## src/rtl/multicycle_ctrl.sv

```systemverilog
// Multicycle MIPS-style control unit: state register plus retired-instruction
// counter; all datapath strobes are decoded combinationally from the state.
module multicycle_ctrl #(
   parameter int RET_W = 16
) (
   input  logic             clk_i,
   input  logic             rst_i,
   input  logic [5:0]       opcode_i,
   input  logic             mem_ready_i,
   input  logic             zero_i,
   output logic             pc_write_o,
   output logic             ir_write_o,
   output logic             iord_o,
   output logic             mem_read_o,
   output logic             mem_write_o,
   output logic             reg_write_o,
   output logic             reg_dst_o,
   output logic             mem_to_reg_o,
   output logic             alu_src_a_o,
   output logic [1:0]       alu_src_b_o,
   output logic [1:0]       alu_op_o,
   output logic [1:0]       pc_src_o,
   output logic [3:0]       state_o,
   output logic             halted_o,
   output logic [RET_W-1:0] retired_o
);

   typedef enum logic [3:0] {
      FETCH    = 4'd0,  DECODE = 4'd1,  MEM_ADDR = 4'd2,  MEM_RD = 4'd3,
      MEM_WB   = 4'd4,  MEM_WR = 4'd5,  R_EXE    = 4'd6,  R_WB   = 4'd7,
      BRANCH   = 4'd8,  JUMP   = 4'd9,  I_EXE    = 4'd10, I_WB   = 4'd11,
      HALT     = 4'd12
   } state_t;

   state_t state, next;
   logic   retire;

   always_comb begin
      next   = state;
      retire = 1'b0;
      case (state)
         FETCH:    if (mem_ready_i) next = DECODE;
         DECODE: begin
            case (opcode_i)
               6'b000000:            next = R_EXE;
               6'b100011, 6'b101011: next = MEM_ADDR;
               6'b000100:            next = BRANCH;
               6'b000010:            next = JUMP;
               6'b001000:            next = I_EXE;
               default:              next = HALT;
            endcase
         end
         MEM_ADDR: next = (opcode_i == 6'b100011) ? MEM_RD : MEM_WR;
         MEM_RD:   if (mem_ready_i) next = MEM_WB;
         MEM_WR: begin
            if (mem_ready_i) begin
               next   = FETCH;
               retire = 1'b1;
            end
         end
         MEM_WB, R_WB, I_WB, BRANCH, JUMP: begin
            next   = FETCH;
            retire = 1'b1;
         end
         R_EXE:    next = R_WB;
         I_EXE:    next = I_WB;
         HALT:     next = HALT;
         default:  next = HALT;   // unused encodings 13-15 park in HALT
      endcase
   end

   always_ff @(posedge clk_i or negedge rst_i) begin
      if (!rst_i) begin
         state     <= FETCH;
         retired_o <= '0;
      end else begin
         state <= next;
         if (retire) retired_o <= retired_o + RET_W'(1);
      end
   end

   always_comb begin
      pc_write_o   = 1'b0;
      ir_write_o   = 1'b0;
      iord_o       = 1'b0;
      mem_read_o   = 1'b0;
      mem_write_o  = 1'b0;
      reg_write_o  = 1'b0;
      reg_dst_o    = 1'b0;
      mem_to_reg_o = 1'b0;
      alu_src_a_o  = 1'b0;
      alu_src_b_o  = 2'd0;
      alu_op_o     = 2'b00;
      pc_src_o     = 2'b00;
      halted_o     = 1'b0;
      case (state)
         FETCH: begin
            mem_read_o  = 1'b1;
            alu_src_b_o = 2'd1;
            ir_write_o  = mem_ready_i;
            pc_write_o  = mem_ready_i;
         end
         DECODE:   alu_src_b_o = 2'd3;   // speculative branch target
         MEM_ADDR, I_EXE: begin
            alu_src_a_o = 1'b1;
            alu_src_b_o = 2'd2;
         end
         MEM_RD: begin
            mem_read_o = 1'b1;
            iord_o     = 1'b1;
         end
         MEM_WB: begin
            reg_write_o  = 1'b1;
            mem_to_reg_o = 1'b1;
         end
         MEM_WR: begin
            mem_write_o = 1'b1;
            iord_o      = 1'b1;
         end
         R_EXE: begin
            alu_src_a_o = 1'b1;
            alu_op_o    = 2'b10;
         end
         R_WB: begin
            reg_write_o = 1'b1;
            reg_dst_o   = 1'b1;
         end
         I_WB:     reg_write_o = 1'b1;
         BRANCH: begin
            alu_src_a_o = 1'b1;
            alu_op_o    = 2'b01;
            pc_src_o    = 2'b01;
            pc_write_o  = zero_i;
         end
         JUMP: begin
            pc_src_o   = 2'b10;
            pc_write_o = 1'b1;
         end
         HALT:     halted_o = 1'b1;
         default: ;
      endcase
   end

   assign state_o = state;

endmodule

```

## config.mk

```make
export PLATFORM = sky130hd
export DESIGN_NAME = multicycle_ctrl
export DESIGN_NICKNAME = d
export VERILOG_FILES = /design/src/rtl/multicycle_ctrl.sv
export SDC_FILE = /design/constraint.sdc
export NUM_CORES = 1
export LEC_CHECK = 0
export ABC_AREA = 1
export BUFFER_PORTS_ARGS = -buffer_cell sky130_fd_sc_hd__buf_2
export CORE_MARGIN = 10
export CORE_UTILIZATION = 55
export DETAILED_ROUTE_END_ITERATION = 16
export PLACE_DENSITY_LB_ADDON = 0.08
export SLEW_MARGIN = 25
export SYNTH_ARGS = -nofsm -noshare
export SYNTH_HDL_FRONTEND = slang
export SYNTH_SLANG_ARGS = --single-unit
```

## constraint.sdc

```tcl
create_clock -name clk_i -period 3.15 [get_ports clk_i]
set_clock_uncertainty 0.05 [all_clocks]
set_input_delay 0.1575 -clock clk_i [delete_from_list [all_inputs] [get_ports clk_i]]
set_output_delay 0.1575 -clock clk_i [all_outputs]
set_load 0.01 [all_outputs]
```

==> reports/summary.log <==
INFO  timing         tns=0ps
INFO  grt            initial_antenna_violation_count=0
INFO  placed_design  place_inst=310
INFO  critical_path  crit_path_end_kind=output port
INFO  detailed_routing first_pass_iters=4
INFO  floorplan      dieArea=0.00518sqmm
INFO  finish         final_net_count=297
INFO  detailed_routing route.antenna.remaining_nets=0
INFO  floorplan      fp-row-count=18
INFO  detailed_routing num_vias=1,576
INFO  critical_path  startpoint_type=flop
INFO  timing         timing.final.hold_violations=0
INFO  clock_network  root_buffer=clkbuf_4
INFO  synth          synth_area_leaders=dfrtp_1, nand2_1, nor2_1
INFO  synth          synth_adder_area_share=0.842%
INFO  timing         min_period=1780ps
INFO  floorplan      top_level_ports=46
INFO  floorplan      die_width=72.0microns
INFO  synth          synth_top_family_by_area=simple AND/OR/NAND/NOR gates
INFO  power_and_ir_drop power_per_cell_area=670mW/mm^2
INFO  synth          synth_sequential_area_ratio=33.7%
INFO  grt            met3_usage=5.85%
INFO  critical_path  critPathMaxStageDelay=470ps
INFO  timing         setup_viol=0
INFO  timing         maxClockFrequency=563MHz
INFO  floorplan      coreArea=0.00252sqmm
INFO  finish         area_growth_syn_to_layout=18.8%
INFO  timing         finalMaxSlewViolations=0
INFO  clock_network  cts_buffer_count=3
INFO  detailed_routing wl_per_cell=12.1microns
INFO  finish         multiInputGateArea=828squm
INFO  run            max-cap-violations=0
INFO  critical_path  worstPathArrival=1570ps
INFO  critical_path  critPathMaxFanout=6
INFO  grt            grt-ovfl-total=0
INFO  synth          yosys.area.top_type_share=33.7%
INFO  timing         timing.final.crit_share=56.4%
INFO  power_and_ir_drop vdd_drop_max=0.000532V
INFO  critical_path  timing.critical_path.mode_cell=nor2_1
INFO  synth          synth_mux_area_share=0%
INFO  clock_network  cts.repair.resized=0
INFO  power_and_ir_drop power.leakage=1.02nW
INFO  synth          post-synth-top-count-cell=nand2_1
INFO  critical_path  critPathRequiredTime=2940ps
INFO  detailed_routing drt_first_iter_violations=106
INFO  synth          netlist_instances=238
INFO  power_and_ir_drop total_power=1.18mW
INFO  timing         tightestPinTransition=444ps
INFO  clock_network  clock_tree.htree_level_count=1
INFO  synth          yosys_register_bits=20
INFO  grt            met1_usage=20.1%
INFO  synth          ys_async_sr_fraction=100%
INFO  synth          syn_area_per_cell=6.25squm
INFO  timing         unrepaired_setup_endpoints_after_global_routing=no
INFO  status         outcome=complete, no violations
INFO  hold_path      hold_class=primary input to flop
INFO  synth          primary_flip_flop_cell_chosen_by_synthesis_mapping=dfrtp_1
INFO  grt            maximum_number_of_pins_on_one_net_before_global_route_repair=21
INFO  synth          ys_warn_count=0
INFO  critical_path  critical_path_class=flop to output port
INFO  timing         timing.slew.headroom=70.1%
INFO  clock_network  clock_insertion_delay_worst_skew=300ps
INFO  grt            global_route.peak_usage_layer=met2
INFO  placed_design  gpl.final_weighted_congestion=0.901
INFO  synth          syn-cell-area=0.00149sqmm
INFO  floorplan      die_height=72.0microns
INFO  synth          post_synth_most_frequent_cells=nand2_1, nor2_1, inv_1, dfrtp_1, nand3_1
INFO  synth          synth_cell_types=23
INFO  clock_network  cts.sink_count=20
INFO  synth          syn_nets=249
INFO  floorplan      floorplan.initialDensity=58.9%
INFO  synth          synth_top_cell_by_area=dfrtp_1
INFO  detailed_routing post_route_drc_violation_count=0
INFO  grt            groute.layer.met2.usage=23.2%
INFO  finish         final_cells=315
INFO  clock_network  ctsLongestPathBuffers=2
INFO  finish         seqCellArea=500squm
INFO  finish         proportion_of_layout_cells_with_a_drive_suffix_above_1=19.3%
INFO  finish         n_antenna_cell=0
INFO  clock_network  tritoncts=built
INFO  grt            grt.total_usage=15.2%
INFO  critical_path  timing.critical_path.slowest_stage_cell=dfrtp_1
INFO  synth          compound_gate_portion_of_the_synthesized_area=7.83%
INFO  detailed_routing viasPerCell=5.00
INFO  grt            first_global_vias=1,532
INFO  placed_design  port-buffer-count=45
INFO  placed_design  half_perimeter_wire_length_after_detailed_placement=3080microns
INFO  synth          synth_enable_flop_cells=0
INFO  synth          yosys.area_share.xor_xnor=5.30%
INFO  synth          synthSimpleGateAreaFrac=41.8%
INFO  grt            grt_first_pass_wirelength=6700microns
INFO  detailed_routing routed_wl=3800microns
INFO  clock_network  clkTransAtPathRegs=110ps
INFO  critical_path  worstPathCellList=nor2_1 > inv_1 > nor2_1 > a21oi_1 > o21ai_0 > buf_2
INFO  finish         fill_cells=246
==> registers in the layout (all words and copies together) (netlist names) <==
name / cells
retired_o: 16
state_o: 4
==> metal layers <==
metal  up-vias  part of all wire (%)
met5         -                     0
met4         0                     0
met3         0                    11
met2        58                    40
met1       679                    49
li1        839                     -
==> stage by stage <==
step | setup slack, ps | hold WS, ps | area, sq um | util [%]
final | 1370 | 175 | 1770 | 70.0
after global routing | 1190 | 182 | 1770 | 70.0
after CTS | 1360 | 167 | 1770 | 70.0
after detailed placement | 1430 | 85.2 | 1720 | 68.2
after global placement | 1460 | 79.1 | 1720 | 68.2
after floorplan | 1680 | -188 | 1490 | -
==> what timing repair did <==
item	4_1_cts	5_1_grt
hold buffers	1	0
hold endpoints to repair	20	0
setup buffers	0	0
==> cells by family (layout without fill, tap and decap cells) <==
logic type      Yosys count  count (layout)
buf+inv                  37              84
simple gates            150             150
flops                    20              20
fa+ha+maj                 1               1
compound gates           21              21
xor+xnor                  9               9
==> power breakdown <==
| group | total, mW | switching, mW | internal, mW |
|---|---|---|---|
| clock | 0.150 | 0.0795 | 0.0705 |
| combinational | 0.649 | 0.432 | 0.216 |
| sequential | 0.384 | 0.0740 | 0.310 |
==> cell type report <==
class	instances	share of cell area, %
Clock buffer	4	2.06
Sequential cell	20	28.3
Tap cell	30	2.13
Inverter	34	7.23
Timing Repair Buffer	46	13.3
Multi-Input combinational cell	181	46.9
==> layout by cell type (no fill, tap or decap), types with 2 or more instances in the layout <==
cell type,instances
nand2_1,82
buf_2,45
nor2_1,35
inv_1,33
dfrtp_1,20
nand3_1,18
xor2_1,8
o21ai_1,7
nor3_1,6
o21ai_0,5
nand4_1,5
a21oi_1,4
clkbuf_4,3
nand2_2,2
o22ai_1,2
==> worst max-delay path: cells and delay by family, from the launching register on <==
family	cells	cell delay, ps
AND/OR/NAND/NOR	2	360
flip-flops	1	470
buffers and inverters	2	300
AO/OA/AOI/OAI	2	150
==> worst paths after layout <==
| path | start | endpoint | slack [ps] | cells past startpoint |
|---|---|---|---|---|
| worst max-delay path | state_o[0]$_DFFE_PN0P_ | pc_write_o | 1370 | 6 |
| worst min-delay path | opcode_i[2] | state_o[1]$_DFFE_PN0P_ | 170 | 4 |
| worst max register to register | state_o[2]$_DFFE_PN0P_ | retired_o[11]$_DFFE_PN0P_ | 1400 | 8 |
| worst min register to register | retired_o[13]$_DFFE_PN0P_ | retired_o[13]$_DFFE_PN0P_ | 490 | 2 |
| max in group asynchronous | rst_i | retired_o[14]$_DFFE_PN0P_ | 2480 | 2 |
| min in group asynchronous | rst_i | retired_o[10]$_DFFE_PN0P_ | 270 | 2 |
No activity file was read; power rests on OpenSTA's default activity.
